`src/rtl/burst_seq_if.sv`:
```
// Request/handshake/status bundle between a burst requester and burst_seq_ctrl.
// master = the sequencer side, slave = the requester / address consumer side.
interface burst_seq_if #(
   parameter int ADDR_W = 24,
   parameter int LEN_W  = 8,
   parameter int WS_W   = 2
);
   logic              en;
   logic [1:0]        mode_sel;
   logic              start;
   logic [ADDR_W-1:0] start_addr;
   logic [LEN_W-1:0]  burst_len;
   logic              stop_signal;
   logic              addr_ready;
   logic [ADDR_W-1:0] addr_out;
   logic              addr_valid;
   logic [WS_W-1:0]   word_sel;
   logic              last;
   logic              busy;
   logic              done;
   logic              aborted;
   logic              err;

   modport master (
      input  en, mode_sel, start, start_addr, burst_len, stop_signal, addr_ready,
      output addr_out, addr_valid, word_sel, last, busy, done, aborted, err
   );

   modport slave (
      output en, mode_sel, start, start_addr, burst_len, stop_signal, addr_ready,
      input  addr_out, addr_valid, word_sel, last, busy, done, aborted, err
   );
endinterface

```
`src/rtl/burst_seq_ctrl.sv`:
```
// Burst address sequencer: issues WORDS serial words per address beat in single,
// incrementing or (with macro BURST_WRAP_EN) wrapping mode, with abort and status flags.
module burst_seq_ctrl #(
   parameter int ADDR_W    = 24,
   parameter int LEN_W     = 8,
   parameter int WORDS     = 4,
   parameter int ADDR_STEP = 1,
   localparam int WS_W     = $clog2(WORDS)
) (
   input  logic        clk,
   input  logic        rst,
   burst_seq_if.master bus
);
   typedef enum logic [1:0] {IDLE, LOAD, XFER, DONE} state_t;

   state_t            state_reg;
   logic [ADDR_W-1:0] addr_reg;
   logic [WS_W-1:0]   word_reg;
   logic [LEN_W-1:0]  beat_cnt_reg;
   logic [LEN_W-1:0]  last_beat_reg;
   logic              busy_reg;
   logic              done_reg;
   logic              aborted_reg;
   logic              err_reg;

   logic [LEN_W-1:0]  len_eff;
   logic [LEN_W-1:0]  last_beat_next;
   logic              single_mode;
   logic              wrap_mode;
   logic              err_next;
   logic              handshake;
   logic              word_last;
   logic              beat_last;
   logic [ADDR_W-1:0] addr_inc;
   logic [ADDR_W-1:0] addr_adv;

   // Mode 11 is reserved and behaves like single.
   assign single_mode    = (bus.mode_sel == 2'b00) || (bus.mode_sel == 2'b11);
   assign wrap_mode      = (bus.mode_sel == 2'b10);
   assign len_eff        = (bus.burst_len == '0) ? LEN_W'(1) : bus.burst_len;
   assign last_beat_next = single_mode ? '0 : (len_eff - LEN_W'(1));

   assign handshake = (state_reg == XFER) && bus.en && bus.addr_ready;
   assign word_last = (word_reg == WS_W'(WORDS - 1));
   assign beat_last = (beat_cnt_reg == last_beat_reg);
   assign addr_inc  = addr_reg + ADDR_W'(ADDR_STEP);

`ifdef BURST_WRAP_EN
   logic              wrap_reg;
   logic [ADDR_W-1:0] wrap_mask_reg;
   logic [ADDR_W-1:0] wrap_mask_next;
   logic [31:0]       len32;
   logic              len_legal;

   assign len32          = 32'(bus.burst_len);
   assign len_legal      = (len32 == 32'd2) || (len32 == 32'd4) ||
                           (len32 == 32'd8) || (len32 == 32'd16);
   // Wrap block is burst_len*ADDR_STEP bytes; ADDR_STEP is expected to be a power of two.
   assign wrap_mask_next = ADDR_W'(len32 * 32'(ADDR_STEP) - 32'd1);
   assign err_next       = wrap_mode && !len_legal;
   assign addr_adv       = wrap_reg ? ((addr_reg & ~wrap_mask_reg) | (addr_inc & wrap_mask_reg))
                                    : addr_inc;
`else
   assign err_next = wrap_mode;
   assign addr_adv = addr_inc;
`endif

   always_ff @(posedge clk or posedge rst) begin
      if (rst) begin
         state_reg     <= IDLE;
         addr_reg      <= '0;
         word_reg      <= '0;
         beat_cnt_reg  <= '0;
         last_beat_reg <= '0;
         busy_reg      <= 1'b0;
         done_reg      <= 1'b0;
         aborted_reg   <= 1'b0;
         err_reg       <= 1'b0;
`ifdef BURST_WRAP_EN
         wrap_reg      <= 1'b0;
         wrap_mask_reg <= '0;
`endif
      end else begin
         done_reg <= 1'b0;
         case (state_reg)
            IDLE: begin
               if (bus.start && bus.en) begin
                  state_reg     <= LOAD;
                  addr_reg      <= bus.start_addr;
                  word_reg      <= '0;
                  beat_cnt_reg  <= '0;
                  last_beat_reg <= last_beat_next;
                  busy_reg      <= 1'b1;
                  aborted_reg   <= 1'b0;
                  err_reg       <= err_next;
`ifdef BURST_WRAP_EN
                  wrap_reg      <= wrap_mode && len_legal;
                  wrap_mask_reg <= wrap_mask_next;
`endif
               end
            end
            LOAD: begin
               if (bus.stop_signal) begin
                  state_reg   <= DONE;
                  done_reg    <= 1'b1;
                  aborted_reg <= 1'b1;
               end else begin
                  state_reg <= XFER;
               end
            end
            XFER: begin
               if (handshake) begin
                  if (word_last) begin
                     word_reg     <= '0;
                     addr_reg     <= addr_adv;
                     beat_cnt_reg <= beat_cnt_reg + LEN_W'(1);
                  end else begin
                     word_reg <= word_reg + WS_W'(1);
                  end
               end
               // An abort still lets a handshake on the same edge complete (above).
               if (bus.stop_signal) begin
                  state_reg   <= DONE;
                  done_reg    <= 1'b1;
                  aborted_reg <= 1'b1;
               end else if (handshake && word_last && beat_last) begin
                  state_reg <= DONE;
                  done_reg  <= 1'b1;
               end
            end
            DONE: begin
               state_reg <= IDLE;
               busy_reg  <= 1'b0;
            end
            default: state_reg <= IDLE;
         endcase
      end
   end

   assign bus.addr_out   = addr_reg;
   assign bus.word_sel   = word_reg;
   assign bus.addr_valid = (state_reg == XFER) && bus.en;
   assign bus.last       = (state_reg == XFER) && word_last && beat_last;
   assign bus.busy       = busy_reg;
   assign bus.done       = done_reg;
   assign bus.aborted    = aborted_reg;
   assign bus.err        = err_reg;
endmodule
```
`src/flat_wrapper.sv`:
```
// flat-port wrapper written by rule: the top's interface ports become plain ports
module burst_seq_ctrl_flat 
#(
   parameter int ADDR_W    = 24,
   parameter int LEN_W     = 8,
   parameter int WORDS     = 4,
   parameter int ADDR_STEP = 1,
   localparam int WS_W     = $clog2(WORDS)
)
  (clk, rst, bus_en, bus_mode_sel, bus_start, bus_start_addr, bus_burst_len, bus_stop_signal, bus_addr_ready, bus_addr_out, bus_addr_valid, bus_word_sel, bus_last, bus_busy, bus_done, bus_aborted, bus_err);
  burst_seq_if #(.ADDR_W(ADDR_W), .LEN_W(LEN_W)) bus_i ();
  input  logic clk;
  input  logic rst;
  input wire logic [$bits(bus_i.en)-1:0] bus_en;
  input wire logic [$bits(bus_i.mode_sel)-1:0] bus_mode_sel;
  input wire logic [$bits(bus_i.start)-1:0] bus_start;
  input wire logic [$bits(bus_i.start_addr)-1:0] bus_start_addr;
  input wire logic [$bits(bus_i.burst_len)-1:0] bus_burst_len;
  input wire logic [$bits(bus_i.stop_signal)-1:0] bus_stop_signal;
  input wire logic [$bits(bus_i.addr_ready)-1:0] bus_addr_ready;
  output wire logic [$bits(bus_i.addr_out)-1:0] bus_addr_out;
  output wire logic [$bits(bus_i.addr_valid)-1:0] bus_addr_valid;
  output wire logic [$bits(bus_i.word_sel)-1:0] bus_word_sel;
  output wire logic [$bits(bus_i.last)-1:0] bus_last;
  output wire logic [$bits(bus_i.busy)-1:0] bus_busy;
  output wire logic [$bits(bus_i.done)-1:0] bus_done;
  output wire logic [$bits(bus_i.aborted)-1:0] bus_aborted;
  output wire logic [$bits(bus_i.err)-1:0] bus_err;
  assign bus_i.en = bus_en;
  assign bus_i.mode_sel = bus_mode_sel;
  assign bus_i.start = bus_start;
  assign bus_i.start_addr = bus_start_addr;
  assign bus_i.burst_len = bus_burst_len;
  assign bus_i.stop_signal = bus_stop_signal;
  assign bus_i.addr_ready = bus_addr_ready;
  assign bus_addr_out = bus_i.addr_out;
  assign bus_addr_valid = bus_i.addr_valid;
  assign bus_word_sel = bus_i.word_sel;
  assign bus_last = bus_i.last;
  assign bus_busy = bus_i.busy;
  assign bus_done = bus_i.done;
  assign bus_aborted = bus_i.aborted;
  assign bus_err = bus_i.err;
  burst_seq_ctrl #(.ADDR_W(ADDR_W), .LEN_W(LEN_W), .WORDS(WORDS), .ADDR_STEP(ADDR_STEP)) u_core (.clk(clk), .rst(rst), .bus(bus_i));
endmodule
```
`config.mk`:
```
export PLATFORM = sky130hd
export DESIGN_NAME = burst_seq_ctrl_flat
export DESIGN_NICKNAME = d
export VERILOG_FILES = /design/src/rtl/burst_seq_if.sv /design/src/rtl/burst_seq_ctrl.sv /design/src/flat_wrapper.sv
export SDC_FILE = /design/constraint.sdc
export NUM_CORES = 1
export LEC_CHECK = 0
export BUFFER_PORTS_ARGS = -buffer_cell sky130_fd_sc_hd__buf_4
export CAP_MARGIN = 20
export CORE_ASPECT_RATIO = 0.7
export CORE_UTILIZATION = 40
export CTS_CLUSTER_DIAMETER = 200
export DETAILED_ROUTE_END_ITERATION = 10
export PLACE_DENSITY = 0.71
export SETUP_SLACK_MARGIN = 0.4
export SYNTH_ARGS = -nofsm -noshare
export SYNTH_HDL_FRONTEND = slang
export SYNTH_SLANG_ARGS = --single-unit
```
`constraint.sdc`:
```
create_clock -name clk -period 5.5 [get_ports clk]
set_input_delay 1.1 -clock clk [delete_from_list [all_inputs] [get_ports clk]]
set_output_delay 1.1 -clock clk [all_outputs]
set_load 0.01 [all_outputs]
```
# After elaboration in Yosys (flattened, before gate mapping)
# Cells that the tools add are included.
word_totals:
  reg_bits: 48
  input_bits: 40
  out_inout_bits: 32
  wordCells: 74
classes:
  add_sub_neg: 4
  eq_ne: 12
  n_mux: 28
  n_reduce_logical: 21
op_table:
  columns: ["operator", "n"]
  rows:
  - ["$mux W24", 3]
  - ["$pmux W24 S2", 1]
  - ["$mux W8", 5]
  - ["$add A24 B1 Y24 const B", 1]
  - ["$pmux W8 S2", 1]
  - ["$mux W2", 6]
  - ["$eq A2 B2 Y1 const B", 5]
  - ["$add A8 B1 Y8 const B", 1]
  - ["$eq A8 B8 Y1", 1]
  - ["$logic_not A8 Y1", 1]
  - ["$ne A2 B1 Y1 const B", 4]
  - ["$pmux W2 S4", 1]
  - ["$sub A8 B1 Y8 const B", 1]
  - ["$logic_and A1 B1 Y1", 7]
  - ["$mux W1", 7]
  - ["$pmux W1 S2", 3]
  - ["$reduce_and A2 Y1", 3]
  - ["$reduce_and A3 Y1", 2]
  - ["$reduce_bool A2 Y1", 3]
  - ["$logic_not A2 Y1", 2]
  - ["$pmux W2 S2", 1]
  - ["$reduce_and A4 Y1", 1]
  - ["$ne A3 B2 Y1 const B", 1]
  - ["$add A2 B1 Y2 const B", 1]
  - ["other kinds (3)", 3]

# Logic depth before layout (Yosys ltp)
depth:
  word_depth: 8
  depth_mapped: 10
  ltp_nobuf: 8

# Worst setup path before layout
# OpenSTA, ideal clock, no wires.
synth_timing:
  path_kind: "input to register"
  from: "input port bus_burst_len[6]"
  to: "register u_core.last_beat_reg[6]"
  setup_ps: 121
  arrival_ps: 2558
  t_required_ps: 5379
  path_slack_ps: 2821
  path_stages: 8
  n_path_buf: 0
  path_cell_list: "or4_1 > nor4_1 > nor2_1 > ha_1 > nand2b_1 > nor4_1 > xor2_1 > a22o_1"
synth_via:
  elab_chain_cells: 4
synth_lines:
  columns: ["item", "line", "rtl"]
  rows:
  - ["start: declaration", "flat_wrapper.sv:18", "input wire logic [$bits(bus_i.burst_len)-1:0] bus_burst_len;"]
  - ["$logic_not A8 Y1", "burst_seq_ctrl.sv:40", "assign len_eff = (bus.burst_len == '0) ? LEN_W'(1) : bus.burst_len;"]
  - ["$mux W8 (*)", "burst_seq_ctrl.sv:40", null]
  - ["$sub A8 B1 Y8 (*)", "burst_seq_ctrl.sv:41", "assign last_beat_next = single_mode ? '0 : (len_eff - LEN_W'(1));"]
  - ["$mux W8 (*)", "burst_seq_ctrl.sv:41", null]
  - ["end signal: assignment", "burst_seq_ctrl.sv:92", "last_beat_reg <= last_beat_next;"]
  - ["end: declaration", "burst_seq_ctrl.sv:20", "logic [LEN_W-1:0] last_beat_reg;"]
# Every way passes the cells marked *; elsewhere a longest branch is shown, timed or not.
# A chain may end at the register's enable or synchronous reset.

# Final worst setup path
layout_timing:
  from: "register u_core.state_reg[0]"
  to: "output port bus_last"
layout_via:
  elab_chain_cells: 3
layout_lines:
  columns: ["item", "line", "rtl"]
  rows:
  - ["start: declaration", "burst_seq_ctrl.sv:16", "state_t state_reg;"]
  - ["start signal: assignment", "burst_seq_ctrl.sv:70", "state_reg <= IDLE;"]
  - ["start signal: assignment", "burst_seq_ctrl.sv:88", "state_reg <= LOAD;"]
  - ["start signal: assignment", "burst_seq_ctrl.sv:104", "state_reg <= DONE;"]
  - ["$eq A2 B2 Y1", "burst_seq_ctrl.sv:143", "assign bus.last = (state_reg == XFER) && word_last && beat_last;"]
  - ["$logic_and A1 B1 Y1 (2 in series)", "burst_seq_ctrl.sv:143", null]
  - ["end: declaration", "flat_wrapper.sv:24", "output wire logic [$bits(bus_i.last)-1:0] bus_last;"]
# No other way between the ends.

==> impl_metrics.yaml <==
layout:
  num_antenna_cells: 0
  area_delta_synth_final_pct: 25.5
  design.final.nets: 449
  fillers: 641
  final_cell_count_no_fill: 495
  largest_register_ffs: 24
  layout_cell_share_with_drive_strength_beyond_1_pct: 22.7
  finish.utilization_pct: 53.4
worst_hold_path:
  holdCritPathClass: "flop to flop"
timing:
  timing.final.crit_period_ns: 3.66
  relSlewSlack_pct: 43.3
  achievable-frequency_mhz: 273
  timing_hold_violations_final: 0
  slew_violations: 0
  min_period_over_period_pct: 66.6
  tightestPinTransition_ns: 0.850
  unrepaired_setup_endpoints_after_global_routing: "no"
  setup_total_negative_slack_ns: 0
  final.setup_skew_ns: 0.0126
  setup_violations: 0
global_route:
  tot_gr_track_use_pct: 19.3
  grt_antenna_before_repair: 0
  grt_pass1_vias: 2455
  grt_start_max_net_pins: 49
  grt_pass1_wl_mm: 11.8
  grt-ovfl-total: 0
logic_synthesis:
  synth-edff-count: 0
  async_reset_ff_share_pct: 100
  synthesis.area_mm2: 0.00294
  synth-main-ff-cell: "sky130_fd_sc_hd__dfrtp_1"
  syn_nets: 383
  number_of_distinct_library_cell_variants_in_the_gate_level_netlist_after_synthesis: 48
  postSynthCellCount: 334
  ys.warnings.count: 0
  synth-seq-area-share_pct: 40.9
  postSynthAreaPerCell_um2: 8.80
  synth-seq-cells: 48
worst_setup_path:
  crit_type: "flop to output port"
  cp.arrival_ns: 2.56
  crit_path_max_incr_delay_ns: 0.65
  timing.critical_path.mode_cell: "sky130_fd_sc_hd__buf_4"
  slowest_stage: "sky130_fd_sc_hd__nor4_1"
  cp_cell_sequence: "inv_1 -> ha_1 -> buf_4 -> nand4_1 -> nor4_1 -> and2_1 -> buf_4"
  maximum_fanout_encountered_on_the_critical_timing_path: 46
  worstPathRequired_ns: 4.40
  worstSetupEndpointType: "output port"
  critPathLaunchType: "flop"
die:
  die_height_um: 73.7
  io-pin-count: 72
  core-area_mm2: 0.00691
  die-width_um: 104
  start_util_pct: 42.5
  die_area_mm2: 0.00770
  rows: 25
outcome:
  status: "complete, no violations"
place:
  placement.io_buffers: 71
  dp.cells: 485
  gpl.final_weighted_congestion: 0.797
  post-dp-hpwl_mm: 5.18
clocking:
  cts_buffers: 5
  clock_tree.root_cell: "sky130_fd_sc_hd__clkbuf_8"
  clk_latency_ns: 0.31
  register_clock_pin_slew_on_the_reported_worst_setup_and_hold_paths_ns: 0.09
  post_cts_resized: 0
  post_cts_buffers: 0
  htree_num_levels: 2
  ctsHoldBuffers: 0
  clock_sinks: 48
  clock_tree_from_tritoncts: "yes"
  clock_tree.buffer_depth: 2
drt:
  route.detailed.drc: 0
  totalWireLength_mm: 7.36
  vias: 2771
  avgRoutedWirePerCell_um: 14.9
  antenna_left: 0
  drt_first_pass_iters: 4
  post_drt_via_cell_ratio: 5.60
  detailedRoute.firstIterationViolations: 141
pwr:
  vdd_drop_max_mv: 0.166
  share_comb_of_total_power_pct: 47.8
  power_switching_mw: 0.757
  share_clk_of_total_power_pct: 15.6
  power.leakage_nw: 1.64
  power.switching_fraction_pct: 41.5
  pint_mw: 1.07
  power-per-cell-area_mw_per_mm2: 495
  share_seq_of_total_power_pct: 36.6
run:
  maxCapViolations: 0
## cell type report
class,count,area [µm²],share of cell area [%]
Sequential cell,48,1200,32.6
Clock buffer,7,96.3,2.61
Clock inverter,1,30.0,0.814
Timing Repair Buffer,75,573,15.5
Tap cell,94,118,3.19
Inverter,13,48.8,1.32
Multi-Input combinational cell,257,1620,44.0
## stage by stage
step	total power [mW]	instance area, µm²	setup slack [ns]	hold slack [ns]
floorplan	1.21	2940	2.82	0.468
global placement	1.52	3540	2.35	0.492
detailed placement	1.54	3540	2.19	0.504
CTS	1.82	3660	1.85	0.527
global route	1.96	3690	1.72	0.541
finish	1.83	3690	1.84	0.517
## Yosys cell counts, drive strengths merged (2+ instances only)
cell     number  area, µm²
a211oi        4       30.0
a21boi        2       15.0
a21oi        20        100
a22o          6       52.6
a2bb2oi       6       52.6
a311oi        4       35.0
a31oi         4       25.0
and2          4       25.0
and3         14       88.8
buf           7       33.8
clkbuf        9       33.8
dfrtp        48       1200
ha            9        113
inv          13       48.8
mux2          2       22.5
mux2i         2       20.0
nand2        21       78.8
nand2b        3       18.8
nand3        24        120
nand4         9       71.3
nor2         22       82.6
nor2b         5       31.3
nor3          9       45.0
nor4          5       46.3
o21ai        33        165
o22ai        13       81.3
o31ai         2       15.0
or2           2       12.5
or3           3       18.8
or4           4       30.0
xnor2         8       70.1
xor2          7       61.3
## critical path: cells and delay by family, from the launching register on
family | cells | cell delay (ns)
fa+ha+maj | 1 | 0.15
buf+inv | 3 | 0.63
flops | 1 | 0.42
simple gates | 3 | 1.04
## routing by layer
layer	GRT usage [%]	up-vias	share of wire, %
met5	0	-	0
met4	5.40	0	0.98
met3	4.61	8	6.0
met2	29.5	79	44
met1	27.3	1309	49
li1	-	1375	-
## worst paths after layout
path	startpoint	to	slack (ns)	depth (start not counted)
setup / recovery	u_core.state_reg[0]	bus_last	1.84	7
hold / removal	u_core.last_beat_reg[2]	u_core.last_beat_reg[2]	0.52	2
setup reg to reg	u_core.state_reg[0]	u_core.state_reg[1]	2.88	7
hold reg to reg	u_core.last_beat_reg[2]	u_core.last_beat_reg[2]	0.52	2
max in group asynchronous	rst	u_core.beat_cnt_reg[0]	4.19	3
min in group asynchronous	rst	u_core.bus.addr_out[19]	0.79	2
## power by group through the flow
stage | Sequential, mW | Clock, mW | Combinational [mW]
floorplan | 0.683 | 0 | 0.527
global route | 0.694 | 0.299 | 0.962
detailed placement | 0.671 | 0 | 0.870
CTS | 0.665 | 0.288 | 0.871
finish | 0.669 | 0.285 | 0.872
global placement | 0.667 | 0 | 0.849
## kinds of logic (layout without fill, tap and decap cells)
| kind of cell | count (synthesis) | after routing | synth area share, % |
|---|---|---|---|
| simple gates | 127 | 127 | 23.3 |
| compound gates | 102 | 102 | 22.1 |
| flops | 48 | 48 | 40.9 |
| buf+inv | 29 | 96 | 3.96 |
| xor+xnor | 15 | 15 | 4.47 |
| fa+ha+maj | 9 | 9 | 3.83 |
| mux | 4 | 4 | 1.45 |
## layout by cell type, fill, tap and decap left out, types with 7 or more instances in the layout
master,instances
sky130_fd_sc_hd__nor2_1,22
sky130_fd_sc_hd__and3_1,13
sky130_fd_sc_hd__buf_4,73
sky130_fd_sc_hd__nor3_1,9
sky130_fd_sc_hd__a21oi_1,20
sky130_fd_sc_hd__dfrtp_1,48
sky130_fd_sc_hd__xor2_1,7
sky130_fd_sc_hd__o22ai_1,13
sky130_fd_sc_hd__inv_1,12
sky130_fd_sc_hd__xnor2_1,8
sky130_fd_sc_hd__nand4_1,8
sky130_fd_sc_hd__o21ai_0,32
sky130_fd_sc_hd__nand2_1,21
sky130_fd_sc_hd__nand3_1,24
sky130_fd_sc_hd__ha_1,9
sky130_fd_sc_hd__clkbuf_8,7
Power figures use the tool's default switching activity.
